[src/rtl/abs_diff_error_sweeper.sv]
// abs_diff_error_sweeper
// Exhaustively drives every input vector into a combinational approximate
// |A-B| candidate circuit and scores each response against the exact
// absolute difference. It accumulates the worst-case error, the error sum,
// the count of threshold violations and the first failing vector, and
// finishes with an on-chip pass/fail verdict.
module abs_diff_error_sweeper #(
  parameter int IN_W  = 4,
  parameter int OUT_W = 3,
  parameter int ET    = 1
) (
  input  logic                  clk_i,
  input  logic                  rst_i,
  input  logic                  start_i,
  output logic [IN_W-1:0]       cand_in_o,
  input  logic [OUT_W-1:0]      cand_out_i,
  output logic                  busy_o,
  output logic                  done_o,
  output logic                  pass_o,
  output logic [OUT_W-1:0]      max_err_o,
  output logic [OUT_W+IN_W-1:0] sum_err_o,
  output logic [IN_W:0]         err_count_o,
  output logic [IN_W-1:0]       first_fail_o,
  output logic                  fail_seen_o
);

  localparam int HALF = IN_W / 2;
  localparam logic [OUT_W:0] ET_W = (OUT_W + 1)'(ET);

  typedef enum logic [1:0] {IDLE, SWEEP, DONE} state_t;

  state_t state_q, state_d;

  // start is captured one cycle before the sweep begins, so vector v is
  // scored at edge S+2+v and the verdict lands 2^IN_W+1 edges after start
  logic startReq_q, startReq_d;

  logic [IN_W-1:0]       candIn_q, candIn_d;
  logic                  busy_q, busy_d;
  logic                  done_q, done_d;
  logic                  pass_q, pass_d;
  logic [OUT_W-1:0]      maxErr_q, maxErr_d;
  logic [OUT_W+IN_W-1:0] sumErr_q, sumErr_d;
  logic [IN_W:0]         errCount_q, errCount_d;
  logic [IN_W-1:0]       firstFail_q, firstFail_d;
  logic                  failSeen_q, failSeen_d;

  logic [HALF-1:0]  opA, opB, diffAB;
  logic [OUT_W:0]   exactExt, candExt, errWide;
  logic [OUT_W-1:0] err;
  logic             violation;
  logic             lastVec;
  logic [IN_W:0]    countNext;

  // Score the vector currently on cand_in against the exact |A-B| reference;
  // the error is formed one bit wider so the subtraction never wraps
  always_comb begin
    opA       = candIn_q[HALF-1:0];
    opB       = candIn_q[IN_W-1:HALF];
    diffAB    = (opA >= opB) ? (opA - opB) : (opB - opA);
    exactExt  = (OUT_W + 1)'(diffAB);
    candExt   = (OUT_W + 1)'(cand_out_i);
    errWide   = (exactExt >= candExt) ? (exactExt - candExt) : (candExt - exactExt);
    err       = errWide[OUT_W-1:0];
    violation = (errWide > ET_W);
    lastVec   = &candIn_q;
    countNext = errCount_q + (IN_W + 1)'(violation);
  end

  // State and start-request registers; reset aborts any sweep in progress
  always_ff @(posedge clk_i) begin
    if (rst_i) begin
      state_q    <= IDLE;
      startReq_q <= 1'b0;
    end else begin
      state_q    <= state_d;
      startReq_q <= startReq_d;
    end
  end

  // Next-state logic: a captured start launches a sweep from IDLE or DONE,
  // and the sweep ends after the all-ones vector has been scored
  always_comb begin
    state_d    = state_q;
    startReq_d = start_i && (state_q != SWEEP);
    case (state_q)
      IDLE, DONE: if (startReq_q) state_d = SWEEP;
      SWEEP:      if (lastVec)    state_d = DONE;
      default:    state_d = IDLE;
    endcase
  end

  // Output and statistics next values: clear on launch, accumulate one
  // vector per cycle while sweeping, hold everything otherwise
  always_comb begin
    candIn_d    = candIn_q;
    busy_d      = busy_q;
    done_d      = done_q;
    pass_d      = pass_q;
    maxErr_d    = maxErr_q;
    sumErr_d    = sumErr_q;
    errCount_d  = errCount_q;
    firstFail_d = firstFail_q;
    failSeen_d  = failSeen_q;
    case (state_q)
      IDLE, DONE: begin
        if (startReq_q) begin
          candIn_d    = '0;
          busy_d      = 1'b1;
          done_d      = 1'b0;
          pass_d      = 1'b0;
          maxErr_d    = '0;
          sumErr_d    = '0;
          errCount_d  = '0;
          firstFail_d = '0;
          failSeen_d  = 1'b0;
        end
      end
      SWEEP: begin
        maxErr_d   = (err > maxErr_q) ? err : maxErr_q;
        sumErr_d   = sumErr_q + (OUT_W + IN_W)'(err);
        errCount_d = countNext;
        if (violation && !failSeen_q) begin
          firstFail_d = candIn_q;
          failSeen_d  = 1'b1;
        end
        if (!lastVec) begin
          candIn_d = candIn_q + 1'b1;
        end else begin
          busy_d = 1'b0;
          done_d = 1'b1;
          pass_d = (countNext == '0);
        end
      end
      default: ;
    endcase
  end

  // Registered result outputs, all cleared by reset
  always_ff @(posedge clk_i) begin
    if (rst_i) begin
      candIn_q    <= '0;
      busy_q      <= 1'b0;
      done_q      <= 1'b0;
      pass_q      <= 1'b0;
      maxErr_q    <= '0;
      sumErr_q    <= '0;
      errCount_q  <= '0;
      firstFail_q <= '0;
      failSeen_q  <= 1'b0;
    end else begin
      candIn_q    <= candIn_d;
      busy_q      <= busy_d;
      done_q      <= done_d;
      pass_q      <= pass_d;
      maxErr_q    <= maxErr_d;
      sumErr_q    <= sumErr_d;
      errCount_q  <= errCount_d;
      firstFail_q <= firstFail_d;
      failSeen_q  <= failSeen_d;
    end
  end

  assign cand_in_o    = candIn_q;
  assign busy_o       = busy_q;
  assign done_o       = done_q;
  assign pass_o       = pass_q;
  assign max_err_o    = maxErr_q;
  assign sum_err_o    = sumErr_q;
  assign err_count_o  = errCount_q;
  assign first_fail_o = firstFail_q;
  assign fail_seen_o  = failSeen_q;

endmodule

[config.mk]
export PLATFORM = sky130hd
export DESIGN_NAME = abs_diff_error_sweeper
export DESIGN_NICKNAME = d
export VERILOG_FILES = /design/src/rtl/abs_diff_error_sweeper.sv
export SDC_FILE = /design/constraint.sdc
export NUM_CORES = 1
export LEC_CHECK = 0
export ABC_AREA = 0
export BUFFER_PORTS_ARGS = -buffer_cell sky130_fd_sc_hd__buf_2
export CORE_ASPECT_RATIO = 1.25
export CORE_MARGIN = 2
export CORE_UTILIZATION = 47
export DETAILED_ROUTE_END_ITERATION = 8
export PLACE_DENSITY = 0.79
export SKIP_LAST_GASP = 1
export SYNTH_ARGS = -nofsm -noshare
export SYNTH_HDL_FRONTEND = slang
export SYNTH_SLANG_ARGS = --single-unit
[constraint.sdc]
create_clock -name clk_i -period 5 [get_ports clk_i]
set_clock_uncertainty 0.2 [all_clocks]
set_input_delay 1 -clock clk_i [delete_from_list [all_inputs] [get_ports clk_i]]
set_output_delay 1 -clock clk_i [all_outputs]
set_load 0.005 [all_outputs]
==> Implementation_results.wiki <==
{| class="wikitable"
! Metric !! Value
|-
| Yosys warns || 0
|-
| Worst setup EP type || flop
|-
| Count of cells along the worst hold path || 2
|-
| Relative max-transition margin || 59.7%
|-
| Fraction of synthesis flops using an asynchronous set or reset pin || 0%
|-
| Register bit count reported by yosys || 30
|-
| Clock network fraction of design power || 33.7%
|-
| Syn Std Cell Area || 1810 µm²
|-
| Root buf cell || sky130_fd_sc_hd__clkbuf_8
|-
| Max FO, Critical Path || 4
|-
| Final estimated routing congestion in global placement || 0.907
|-
| Commonest cells in the synthesized netlist || sky130_fd_sc_hd__dfxtp_1, sky130_fd_sc_hd__a21oi_1, sky130_fd_sc_hd__ha_1
|-
| Launching element type of the critical path || flop
|-
| Number of global-route vias before repair || 1533
|-
| Fin cells || 277
|-
| Final hold violations || 0
|-
| Net Sw Frac || 29.0%
|-
| Antenna-violating nets left || 0
|-
| Net switching power of the design || 0.157 mW
|-
| Y dimension of the die || 73.3 µm
|-
| Placeable core area || 3720 µm²
|-
| Number of buffers and inverters on the critical path || 5
|-
| EDFF count, synth || 0
|-
| Pins over their slew limit || 0
|-
| Maximum ir drop on the vdd rail || 0.000196 V
|-
| Logic gate share of total power || 19.8%
|-
| Mean post-synth cell area || 8.73 µm²
|-
| Capture point of the worst reg-to-reg path || pass_o
|-
| Worst min-delay path startpoint || state_q[1]
|-
| Power density cells || 264 nW/µm²
|-
| Hold path endpoint || state_q[1]
|-
| Number of nets in the finished design || 265
|-
| I/O Pins || 33
|-
| Clock slew seen by the registers of the worst setup and hold paths || 0.06 ns
|-
| Achievable Freq || 0.218 GHz
|-
| Reported leakage power || 0.882 nW
|-
| Min cycle time layout || 4.58 ns
|-
| Data required, critical path || 5.01 ns
|-
| Count of different cell masters after synthesis || 47
|-
| TritonCTS clock tree || built
|-
| Flop-to-flop setup slack || 0.42 ns
|-
| Share of the cycle needed by the critical path after routing || 91.6%
|-
| Routed wirelength normalized by instance count || 14.1 µm
|-
| Antenna diode instance count || 0
|-
| Skew-Pair Late Insertion Delay || 0.28 ns
|-
| Via density per instance || 5.84
|-
| Number of standard cells after synthesis || 207
|-
| Number of buffers inserted during clock tree synthesis || 5
|-
| Number of antenna violations at the first check in global routing || 0
|-
| Reported max-cap violation count || 0
|-
| Top cell type by total area after synthesis || sky130_fd_sc_hd__dfxtp_1
|-
| Routed via count || 1617
|-
| GRT Resource Usage Total || 19.3%
|-
| Number of clock sinks seen by CTS || 30
|-
| Start of the worst register-to-register path || cand_in_o[0]
|-
| H-tree depth || 2
|-
| Type of the worst setup path || flop to flop
|-
| Number of rows created at floorplan || 25
|-
| Sequential cell fraction of total power || 46.5%
|-
| DRC violations left || 0
|-
| Effective utilization at floorplan || 48.5%
|-
| Setup repair after global routing missed its margin || no
|-
| Most frequently used flop master after synthesis || sky130_fd_sc_hd__dfxtp_1
|-
| Min-Delay Path Class || flop to flop
|-
| Worst path slowest cell || sky130_fd_sc_hd__fa_1
|-
| Proportion of layout cells with a drive suffix above 1 || 17.7%
|-
| Total Negative Setup Slacks || 0 ns
|-
| Half-perimeter wire length of the detailed placement result || 2.88 mm
|-
| Biggest cell delay along the critical path || 0.48 ns
|-
| Post-synth top area share || 33.2%
|-
| Cell with the most instances after synthesis || sky130_fd_sc_hd__dfxtp_1
|-
| First-pass GRT wire length || 6.48 mm
|-
| Count of port buffers added during placement || 32
|-
| Die outline area || 4360 µm²
|-
| Internal Power || 0.385 mW
|-
| Kind of cell adding the most delay to the critical path || adder cells
|-
| Total length of routed wires || 3.91 mm
|-
| Signal arrival time at the worst endpoint || 4.59 ns
|-
| Final setup vio count || 0
|-
| Iteration-0 DRC Markers || 45
|-
| Number of hold buffers added after CTS || 0
|-
| Syn nets || 235
|-
| Max clock buf depth || 2
|-
| Run status || complete, no violations
|-
| Post-CTS resize count || 0
|-
| CP most frequent cell || sky130_fd_sc_hd__inv_1
|-
| Slew of the pin with the lowest slew margin || 0.605 ns
|-
| Cell total after placement || 270
|-
| Largest cells by area after synthesis || sky130_fd_sc_hd__dfxtp_1, sky130_fd_sc_hd__ha_1, sky130_fd_sc_hd__a21oi_1, sky130_fd_sc_hd__fa_1, sky130_fd_sc_hd__nor2_1
|-
| CP cell instances || inv_1 > ha_1 > fa_1 > o22ai_1 > nor2b_1 > a311o_1 > inv_1 > fa_1 > inv_1 > ha_1 > inv_1 > a21oi_1 > a2bb2oi_2 > inv_1 > ha_1 > ha_1 > nor4_1 > a31oi_1 > or4_1 > a21oi_1
|-
| Syn-to-layout area delta || 13.7%
|-
| Number of setup buffers added after CTS || 0
|-
| R2R cell count || 20
|-
| Die width || 59.5 µm
|-
| Maximum number of pins on one net before global-route repair || 35
|-
| Global route overflow || 0
|-
| Portion of the post-synthesis area used by sequential elements || 33.2%
|-
| Number of detailed-routing iterations run before antenna repair || 4
|}
## through the flow
stage	area [µm²]	setup slack [ns]	hold WS (ns)	power (mW)	utilization, %
2_1_floorplan	1810	0.619	0.240	0.337	-
3_3_place_gp	1980	0.704	0.251	0.363	53.1
3_5_place_dp	1980	0.514	0.258	0.365	53.1
4_1_cts	2050	0.468	0.264	0.544	55.2
5_1_grt	2050	0.0976	0.297	0.571	55.2
6_report	2050	0.422	0.263	0.543	55.2
## cell families after synthesis
kind of cell / after synthesis / synth area share [%]
adder cells (fa/ha/maj): 22 / 16.9
AND/OR/NAND/NOR: 68 / 20.3
multiplexers: 3 / 1.73
XOR/XNOR: 3 / 1.45
buffers and inverters: 26 / 5.89
flip-flops: 30 / 33.2
AO/OA/AOI/OAI: 55 / 20.5
## worst max-delay path by stage
stage | cells past startpoint | start | endpoint | slack, ns
after floorplan | 17 | cand_in_o[0] | pass_o | 0.62
after global placement | 20 | cand_in_o[0] | pass_o | 0.70
after global routing | 20 | cand_in_o[0] | pass_o | 0.1
after detailed placement | 17 | cand_in_o[0] | pass_o | 0.51
after CTS | 20 | cand_in_o[0] | pass_o | 0.47
final | 20 | cand_in_o[0] | pass_o | 0.42
## state kept, by name (all words and copies together) (netlist names)
register	flops
sum_err_o	7
err_count_o	5
cand_in_o	4
first_fail_o	4
max_err_o	3
state_q	2
busy_o	1
done_o	1
fail_seen_o	1
pass_o	1
startReq_q	1
## layer usage
layer | track usage [%] | up-vias | wire length [µm]
met5 | 0 | - | 0
met4 | 7.07 | 0 | 76
met3 | 4.40 | 10 | 171
met1 | 23.2 | 767 | 1760
met2 | 33.1 | 37 | 1910
li1 | - | 803 | -
## tightest hold or removal path, stage by stage, from the launching register on
cell	delay, ns
sky130_fd_sc_hd__dfxtp_1	0.31
sky130_fd_sc_hd__nand2_1	0.05
sky130_fd_sc_hd__a21oi_1	0.05
## power groups by stage
stage | combinational [mW] | clock [mW] | sequential, mW
6_report | 0.108 | 0.183 | 0.252
2_1_floorplan | 0.0800 | 0 | 0.257
3_5_place_dp | 0.108 | 0 | 0.257
3_3_place_gp | 0.106 | 0 | 0.257
4_1_cts | 0.109 | 0.183 | 0.252
5_1_grt | 0.123 | 0.194 | 0.253
## area by class of cell
| class | count | area (µm²) |
|---|---|---|
| Multi-Input combinational cell | 151 | 1100 |
| Tap cell | 40 | 50.0 |
| Timing Repair Buffer | 33 | 168 |
| Sequential cell | 30 | 601 |
| Fill cell | 362 | 1670 |
| Clock buffer | 7 | 76.3 |
| Inverter | 16 | 60.1 |
## cell usage in the layout (no fill, tap or decap), types with 3 or more instances in the layout
master                     netlist  final
sky130_fd_sc_hd__ha_1           18     18
sky130_fd_sc_hd__nand2b_1        3      3
sky130_fd_sc_hd__nor3b_1         5      5
sky130_fd_sc_hd__clkbuf_8        0      5
sky130_fd_sc_hd__nand2_1        10     10
sky130_fd_sc_hd__fa_1            4      4
sky130_fd_sc_hd__buf_2           1     32
sky130_fd_sc_hd__a21oi_1        18     18
sky130_fd_sc_hd__inv_1          16     16
sky130_fd_sc_hd__nor4_1          3      3
sky130_fd_sc_hd__nand3_1         9      9
sky130_fd_sc_hd__a22oi_1         5      5
sky130_fd_sc_hd__nor2b_1         5      5
sky130_fd_sc_hd__o41ai_1         4      4
sky130_fd_sc_hd__nor2_1         17     17
sky130_fd_sc_hd__o21a_1          3      3
sky130_fd_sc_hd__dfxtp_1        30     30
sky130_fd_sc_hd__o211ai_1        6      6
sky130_fd_sc_hd__nor3_1          3      3
sky130_fd_sc_hd__o21ai_0         6      6
(Power assumes the default switching activity.)
